===== config.mk =====
export PLATFORM = sky130hd
export DESIGN_NAME = r5p_mouse_trace_capture
export DESIGN_NICKNAME = d
export VERILOG_FILES = /design/src/rtl/r5p_mouse_trace_capture.sv
export SDC_FILE = /design/constraint.sdc
export NUM_CORES = 2
export LEC_CHECK = 0
export CAP_MARGIN = 10
export CORE_ASPECT_RATIO = 0.8
export CORE_MARGIN = 10
export CORE_UTILIZATION = 55
export DETAILED_ROUTE_END_ITERATION = 16
export PLACE_DENSITY = 0.76
export SLEW_MARGIN = 20
export SYNTH_ARGS = -nofsm -noshare
export SYNTH_HDL_FRONTEND = slang
export SYNTH_SLANG_ARGS = --single-unit

===== constraint.sdc =====
create_clock -name i_clk -period 86.7 [get_ports i_clk]
set_input_delay 13.005 -clock i_clk [delete_from_list [all_inputs] [get_ports i_clk]]
set_output_delay 13.005 -clock i_clk [all_outputs]
set_load 0.1 [all_outputs]

===== src/rtl/r5p_mouse_trace_capture.sv =====
// Execution-trace capture for the R5P-mouse core: snoops the TCB bus per FSM phase,
// builds one retire record per instruction and streams records out through a FIFO.
module r5p_mouse_trace_capture #(
  parameter int unsigned XLEN    = 32,
  parameter int unsigned DEPTH   = 4,
  parameter int unsigned CNW     = 32,
  parameter bit          FILT_X0 = 1'b1
) (
  input  logic            i_clk,
  input  logic            i_rst,
  input  logic [2:0]      i_pha,
  input  logic            i_tcb_vld,
  input  logic            i_tcb_rdy,
  input  logic [XLEN-1:0] i_tcb_adr,
  input  logic [1:0]      i_tcb_siz,
  input  logic [XLEN-1:0] i_tcb_wdt,
  input  logic [XLEN-1:0] i_tcb_rdt,
  input  logic            i_flush,
  output logic            o_trc_vld,
  input  logic            i_trc_rdy,
  output logic [XLEN-1:0] o_trc_pc,
  output logic [31:0]     o_trc_ins,
  output logic            o_trc_rdv,
  output logic [4:0]      o_trc_rd,
  output logic [XLEN-1:0] o_trc_rdw,
  output logic [1:0]      o_trc_mem,
  output logic [1:0]      o_trc_msiz,
  output logic [XLEN-1:0] o_trc_madr,
  output logic [XLEN-1:0] o_trc_mdat,
  output logic [CNW-1:0]  o_cnt_ret,
  output logic [CNW-1:0]  o_cnt_drp,
  output logic            o_ovf
);

  localparam int unsigned AW = $clog2(DEPTH);
  localparam logic [2:0] PHA_IF  = 3'b000;
  localparam logic [2:0] PHA_MLD = 3'b001;
  localparam logic [2:0] PHA_MST = 3'b010;
  localparam logic [2:0] PHA_WB  = 3'b100;

  typedef struct packed {
    logic [XLEN-1:0] pc;
    logic [31:0]     ins;
    logic            rdv;
    logic [4:0]      rd;
    logic [XLEN-1:0] rdw;
    logic [1:0]      mem;
    logic [1:0]      msiz;
    logic [XLEN-1:0] madr;
    logic [XLEN-1:0] mdat;
  } rec_t;

  function automatic logic [XLEN-1:0] f_mask(input logic [1:0] siz, input logic [XLEN-1:0] dat);
    logic [XLEN-1:0] m;
    case (siz)
      2'd0:    m = {{(XLEN-8){1'b0}}, dat[7:0]};
      2'd1:    m = {{(XLEN-16){1'b0}}, dat[15:0]};
      default: m = dat;
    endcase
    return m;
  endfunction

  logic            w_trn, w_if, w_wb, w_mld, w_mst, w_commit;
  logic            r_open, r_pend_ins, r_pend_ld;
  rec_t            r_rec, w_new_rec, w_crec, w_head_nxt, r_head;
  rec_t            r_mem [DEPTH];
  logic [AW:0]     r_wp, r_rp, w_wp_nxt, w_rp_nxt;
  logic            w_full, w_pop, w_push, w_drop, r_trc_vld;
  logic [CNW-1:0]  r_cnt_ret, r_cnt_drp;
  logic            r_ovf;

  assign w_trn    = i_tcb_vld & i_tcb_rdy;
  assign w_if     = w_trn & (i_pha == PHA_IF);
  assign w_wb     = w_trn & (i_pha == PHA_WB);
  assign w_mld    = w_trn & (i_pha == PHA_MLD);
  assign w_mst    = w_trn & (i_pha == PHA_MST);
  assign w_commit = r_open & (w_if | i_flush);

  // Fresh record template and the committed view with late read data bypassed in.
  always_comb begin
    w_new_rec      = '0;
    w_new_rec.pc   = i_tcb_adr;
    w_crec         = r_rec;
    w_crec.ins     = r_pend_ins ? i_tcb_rdt[31:0] : r_rec.ins;
    w_crec.mdat    = r_pend_ld  ? i_tcb_rdt       : r_rec.mdat;
  end

  // Open record: transfer writes come after the pending-data writes so they take priority.
  always_ff @(posedge i_clk or posedge i_rst) begin
    if (i_rst) begin
      r_open     <= 1'b0;
      r_pend_ins <= 1'b0;
      r_pend_ld  <= 1'b0;
      r_rec      <= '0;
    end else begin
      r_pend_ins <= w_if;
      r_pend_ld  <= w_mld;
      if (r_pend_ins) r_rec.ins  <= i_tcb_rdt[31:0];
      if (r_pend_ld)  r_rec.mdat <= i_tcb_rdt;
      if (w_if) begin
        r_open <= 1'b1;
        r_rec  <= w_new_rec;
      end else if (i_flush) begin
        r_open <= 1'b0;
      end
      if (w_wb) begin
        r_rec.rd  <= i_tcb_adr[6:2];
        r_rec.rdw <= i_tcb_wdt;
        r_rec.rdv <= !(FILT_X0 && (i_tcb_adr[6:2] == 5'd0));
      end
      if (w_mld | w_mst) begin
        r_rec.mem  <= w_mld ? 2'b01 : 2'b10;
        r_rec.madr <= i_tcb_adr;
        r_rec.msiz <= i_tcb_siz;
      end
      if (w_mst) r_rec.mdat <= f_mask(i_tcb_siz, i_tcb_wdt);
    end
  end

  assign w_full   = (r_wp[AW] != r_rp[AW]) && (r_wp[AW-1:0] == r_rp[AW-1:0]);
  assign w_pop    = r_trc_vld & i_trc_rdy;
  assign w_push   = w_commit & (~w_full | w_pop);
  assign w_drop   = w_commit & w_full & ~w_pop;
  assign w_wp_nxt = r_wp + (AW+1)'(w_push);
  assign w_rp_nxt = r_rp + (AW+1)'(w_pop);

  // Next head: a record written this edge into the slot that becomes head must be forwarded.
  always_comb begin
    w_head_nxt = '0;
    if (w_wp_nxt == w_rp_nxt) begin
      w_head_nxt = '0;
    end else if (w_push && (w_rp_nxt == r_wp)) begin
      w_head_nxt = w_crec;
    end else begin
      w_head_nxt = r_mem[w_rp_nxt[AW-1:0]];
    end
  end

  // FIFO storage, pointers and the registered head stage.
  always_ff @(posedge i_clk or posedge i_rst) begin
    if (i_rst) begin
      for (int i = 0; i < DEPTH; i++) r_mem[i] <= '0;
      r_wp      <= '0;
      r_rp      <= '0;
      r_trc_vld <= 1'b0;
      r_head    <= '0;
    end else begin
      if (w_push) r_mem[r_wp[AW-1:0]] <= w_crec;
      r_wp      <= w_wp_nxt;
      r_rp      <= w_rp_nxt;
      r_trc_vld <= (w_wp_nxt != w_rp_nxt);
      r_head    <= w_head_nxt;
    end
  end

  // Retire counter wraps; drop counter saturates; overflow flag is sticky.
  always_ff @(posedge i_clk or posedge i_rst) begin
    if (i_rst) begin
      r_cnt_ret <= '0;
      r_cnt_drp <= '0;
      r_ovf     <= 1'b0;
    end else begin
      if (w_commit) r_cnt_ret <= r_cnt_ret + CNW'(1'b1);
      if (w_drop && (r_cnt_drp != {CNW{1'b1}})) r_cnt_drp <= r_cnt_drp + CNW'(1'b1);
      if (w_drop) r_ovf <= 1'b1;
    end
  end

  assign o_trc_vld  = r_trc_vld;
  assign o_trc_pc   = r_head.pc;
  assign o_trc_ins  = r_head.ins;
  assign o_trc_rdv  = r_head.rdv;
  assign o_trc_rd   = r_head.rd;
  assign o_trc_rdw  = r_head.rdw;
  assign o_trc_mem  = r_head.mem;
  assign o_trc_msiz = r_head.msiz;
  assign o_trc_madr = r_head.madr;
  assign o_trc_mdat = r_head.mdat;
  assign o_cnt_ret  = r_cnt_ret;
  assign o_cnt_drp  = r_cnt_drp;
  assign o_ovf      = r_ovf;

endmodule


==> flow_summary.json <==
{
  "ys_seq_area_share_pct": 60.2,
  "max-vdd-ir-drop_uv": 48.8,
  "critPathKind": "primary input to flip-flop",
  "endpoint_kind": "flip-flop",
  "grt_overflow": 0,
  "dp_hpwl_um": 68500,
  "fillers": 5928,
  "synth-main-ff-cell": "dfrtp_1",
  "p_leak_nw": 24.3,
  "finalWirelength_um": 118000,
  "clock_sinks": 1095,
  "ios": 343,
  "cp-start-kind": "primary input",
  "ctsHoldBuffers": 0,
  "grt_max_degree": 178,
  "cts_setup_buffers": 0,
  "drv_cap": 0,
  "syn_area_mm2": 0.0455,
  "place_area_mm2": 0.0498,
  "synth.distinct_cells": 44,
  "nets": 3909,
  "power.total_mw": 1.83,
  "relSlewSlack_pct": 26.8,
  "crit_arrival_ns": 17.40,
  "io_buffers": 342,
  "yosysWarnings": 0,
  "synth_top_area_cell": "dfrtp_1",
  "track_usage_pct": 24.6,
  "grt_pass1_wl_um": 184000,
  "finalNonFillerCells": 4988,
  "die_w_um": 342,
  "syn_nets": 3661,
  "postSynthAreaPerCell_um2": 12.8,
  "p_per_area_mw_per_mm2": 34.2,
  "insertion_delay_ns": 0.68,
  "synthCells": 3548,
  "drt_iter0_drc": 2421,
  "first_pass_iters": 5,
  "clk_pin_slew_ns": 0.06,
  "detail-route-antenna-nets": 0,
  "die_h_um": 277,
  "vias": 29500,
  "h-tree-depth": 3,
  "place_congestion": 0.795,
  "drv_slew": 0,
  "cts_tree": "built",
  "dp_cells": 4792,
  "cts_resized": 0,
  "status": "finished, final reports clean",
  "synthTopCellsByCount": "dfrtp_1, nand2_1, mux2_2, o21ai_0, a21oi_1",
  "die_area_mm2": 0.0948,
  "drive_above_1_share_pct": 22.4,
  "wl_per_cell_um": 23.6,
  "ys_async_sr_fraction_pct": 100,
  "hold_slack_ns": 0.471,
  "hold_viol": 0,
  "rows": 94,
  "clock_tree.root_cell": "clkbuf_16",
  "ys_ff_latch": 1095,
  "yosysMostFrequentCell": "dfrtp_1",
  "setup_violations": 0,
  "period_share_pct": 19.4,
  "clockBufferDepth": 3,
  "cts_made_buffers": 106,
  "initial_utilization_pct": 55.4,
  "cp_max_fo": 52,
  "skew_ns": 0.0366,
  "drc": 0,
  "synth-edff-count": 0,
  "max_freq_ghz": 0.0594,
  "fin_area_mm2": 0.0535,
  "area.growth.synth_to_final_pct": 17.4,
  "vias_per_cell": 5.92,
  "tightestPinTransition_ns": 1.09,
  "required_ns": 87.28,
  "rsz0062_at_grt": "no",
  "fin_tns_setup_ns": 0,
  "synth_top_cell_area_share_pct": 60.2,
  "grt_pass1_vias": 30600,
  "core-area_mm2": 0.0822,
  "grt_antenna_before_repair": 2,
  "hold_class": "flip-flop to flip-flop",
  "ys_top_cells_by_area": "dfrtp_1, mux2_2, mux4_2",
  "fin_crit_ns": 16.82
}
final cells by class:
class / count / area, um^2 / area share [%]
repair buffers: 387 / 3820 / 7.14
diodes: 1 / 2.50 / 0.00468
clock inverters: 41 / 557 / 1.04
inverters: 7 / 33.8 / 0.0632
multi-input cells: 2199 / 17100 / 32.0
clock buffers: 154 / 3140 / 5.86
flip-flops and latches: 1095 / 27400 / 51.3
well taps: 1104 / 1380 / 2.58
worst paths after layout:
| path | from | end | slack (ns) | depth (start not counted) |
|---|---|---|---|---|
| worst max-delay path | i_trc_rdy | o_trc_ins[14] | 69.88 | 11 |
| worst min-delay path | o_ovf | o_ovf | 0.47 | 1 |
| worst max register to register | o_trc_vld | o_trc_ins[14] | 82.22 | 10 |
| worst min register to register | o_ovf | o_ovf | 0.47 | 1 |
| max in group asynchronous | i_rst | o_trc_ins[31] | 70.07 | 6 |
| min in group asynchronous | i_rst | r_mem[600] | 12.95 | 2 |
sequential cells by signal, indices dropped and copies added (netlist names):
| signal | count |
|---|---|
| o_trc_msiz | 2 |
| o_trc_mem | 2 |
| o_cnt_drp | 32 |
| o_trc_rdw | 32 |
| o_trc_pc | 32 |
| r_pend_ins | 1 |
| r_mem | 680 |
| r_open | 1 |
| r_pend_ld | 1 |
| o_trc_mdat | 32 |
| o_trc_rdv | 1 |
| o_trc_rd | 5 |
| r_rp | 3 |
| o_trc_vld | 1 |
| r_wp | 3 |
| o_trc_ins | 32 |
| r_rec | 170 |
| o_trc_madr | 32 |
| o_cnt_ret | 32 |
| o_ovf | 1 |
power breakdown:
part	switching, mW	internal (mW)
registers	0.0748	0.628
clock network	0.199	0.287
logic	0.416	0.226
cell usage in the layout, fill, tap and decap left out, drive strengths merged, types with 40 or more instances in the layout:
| cell type | Yosys | final |
|---|---|---|
| a21oi | 236 | 236 |
| buf | 139 | 47 |
| clkbuf | 108 | 154 |
| clkdlybuf4s50 | 0 | 340 |
| dfrtp | 1095 | 1095 |
| mux2 | 457 | 457 |
| mux2i | 64 | 64 |
| mux4 | 170 | 170 |
| nand2 | 583 | 583 |
| nand2b | 66 | 66 |
| nand3 | 40 | 40 |
| nor2 | 109 | 109 |
| o21ai | 264 | 264 |
| xnor2 | 43 | 43 |
critical path, cell delays in order:
cell and delay, ns:
clkdlybuf4s50_1 0.39, nand2_1 0.16, inv_1 0.10, ha_4 0.80, xnor2_1 0.19, nand2_1 0.12
nor4_4 0.73, buf_4 0.74, buf_4 0.74, nand2b_1 0.15, a21oi_1 0.17
through the flow:
stage	setup slack (ns)	utilization, %
floorplan	42.87	-
global placement	69.17	60.5
detailed placement	69.10	60.5
CTS	69.83	65.0
global route	69.43	65.0
finish	69.88	65.0
cells by family after synthesis:
kind of cell    count (synthesis)  synth area share (%)
mux                           691                  21.1
simple gates                  889                  8.49
buf+inv                       254                  2.41
flops                        1095                  60.2
compound gates                540                  6.26
fa+ha+maj                       6                 0.165
xor+xnor                       73                  1.40
metal layers:
metal / share of wire (%) / track usage, % / vias to the layer above
met2: 46 / 38.2 / 1021
met3: 7.6 / 5.47 / 209
met5: 0 / 0 / -
li1: - / - / 13000
met1: 44 / 34.7 / 15300
met4: 2.6 / 7.30 / 0
Power figures use the tool's default switching activity.
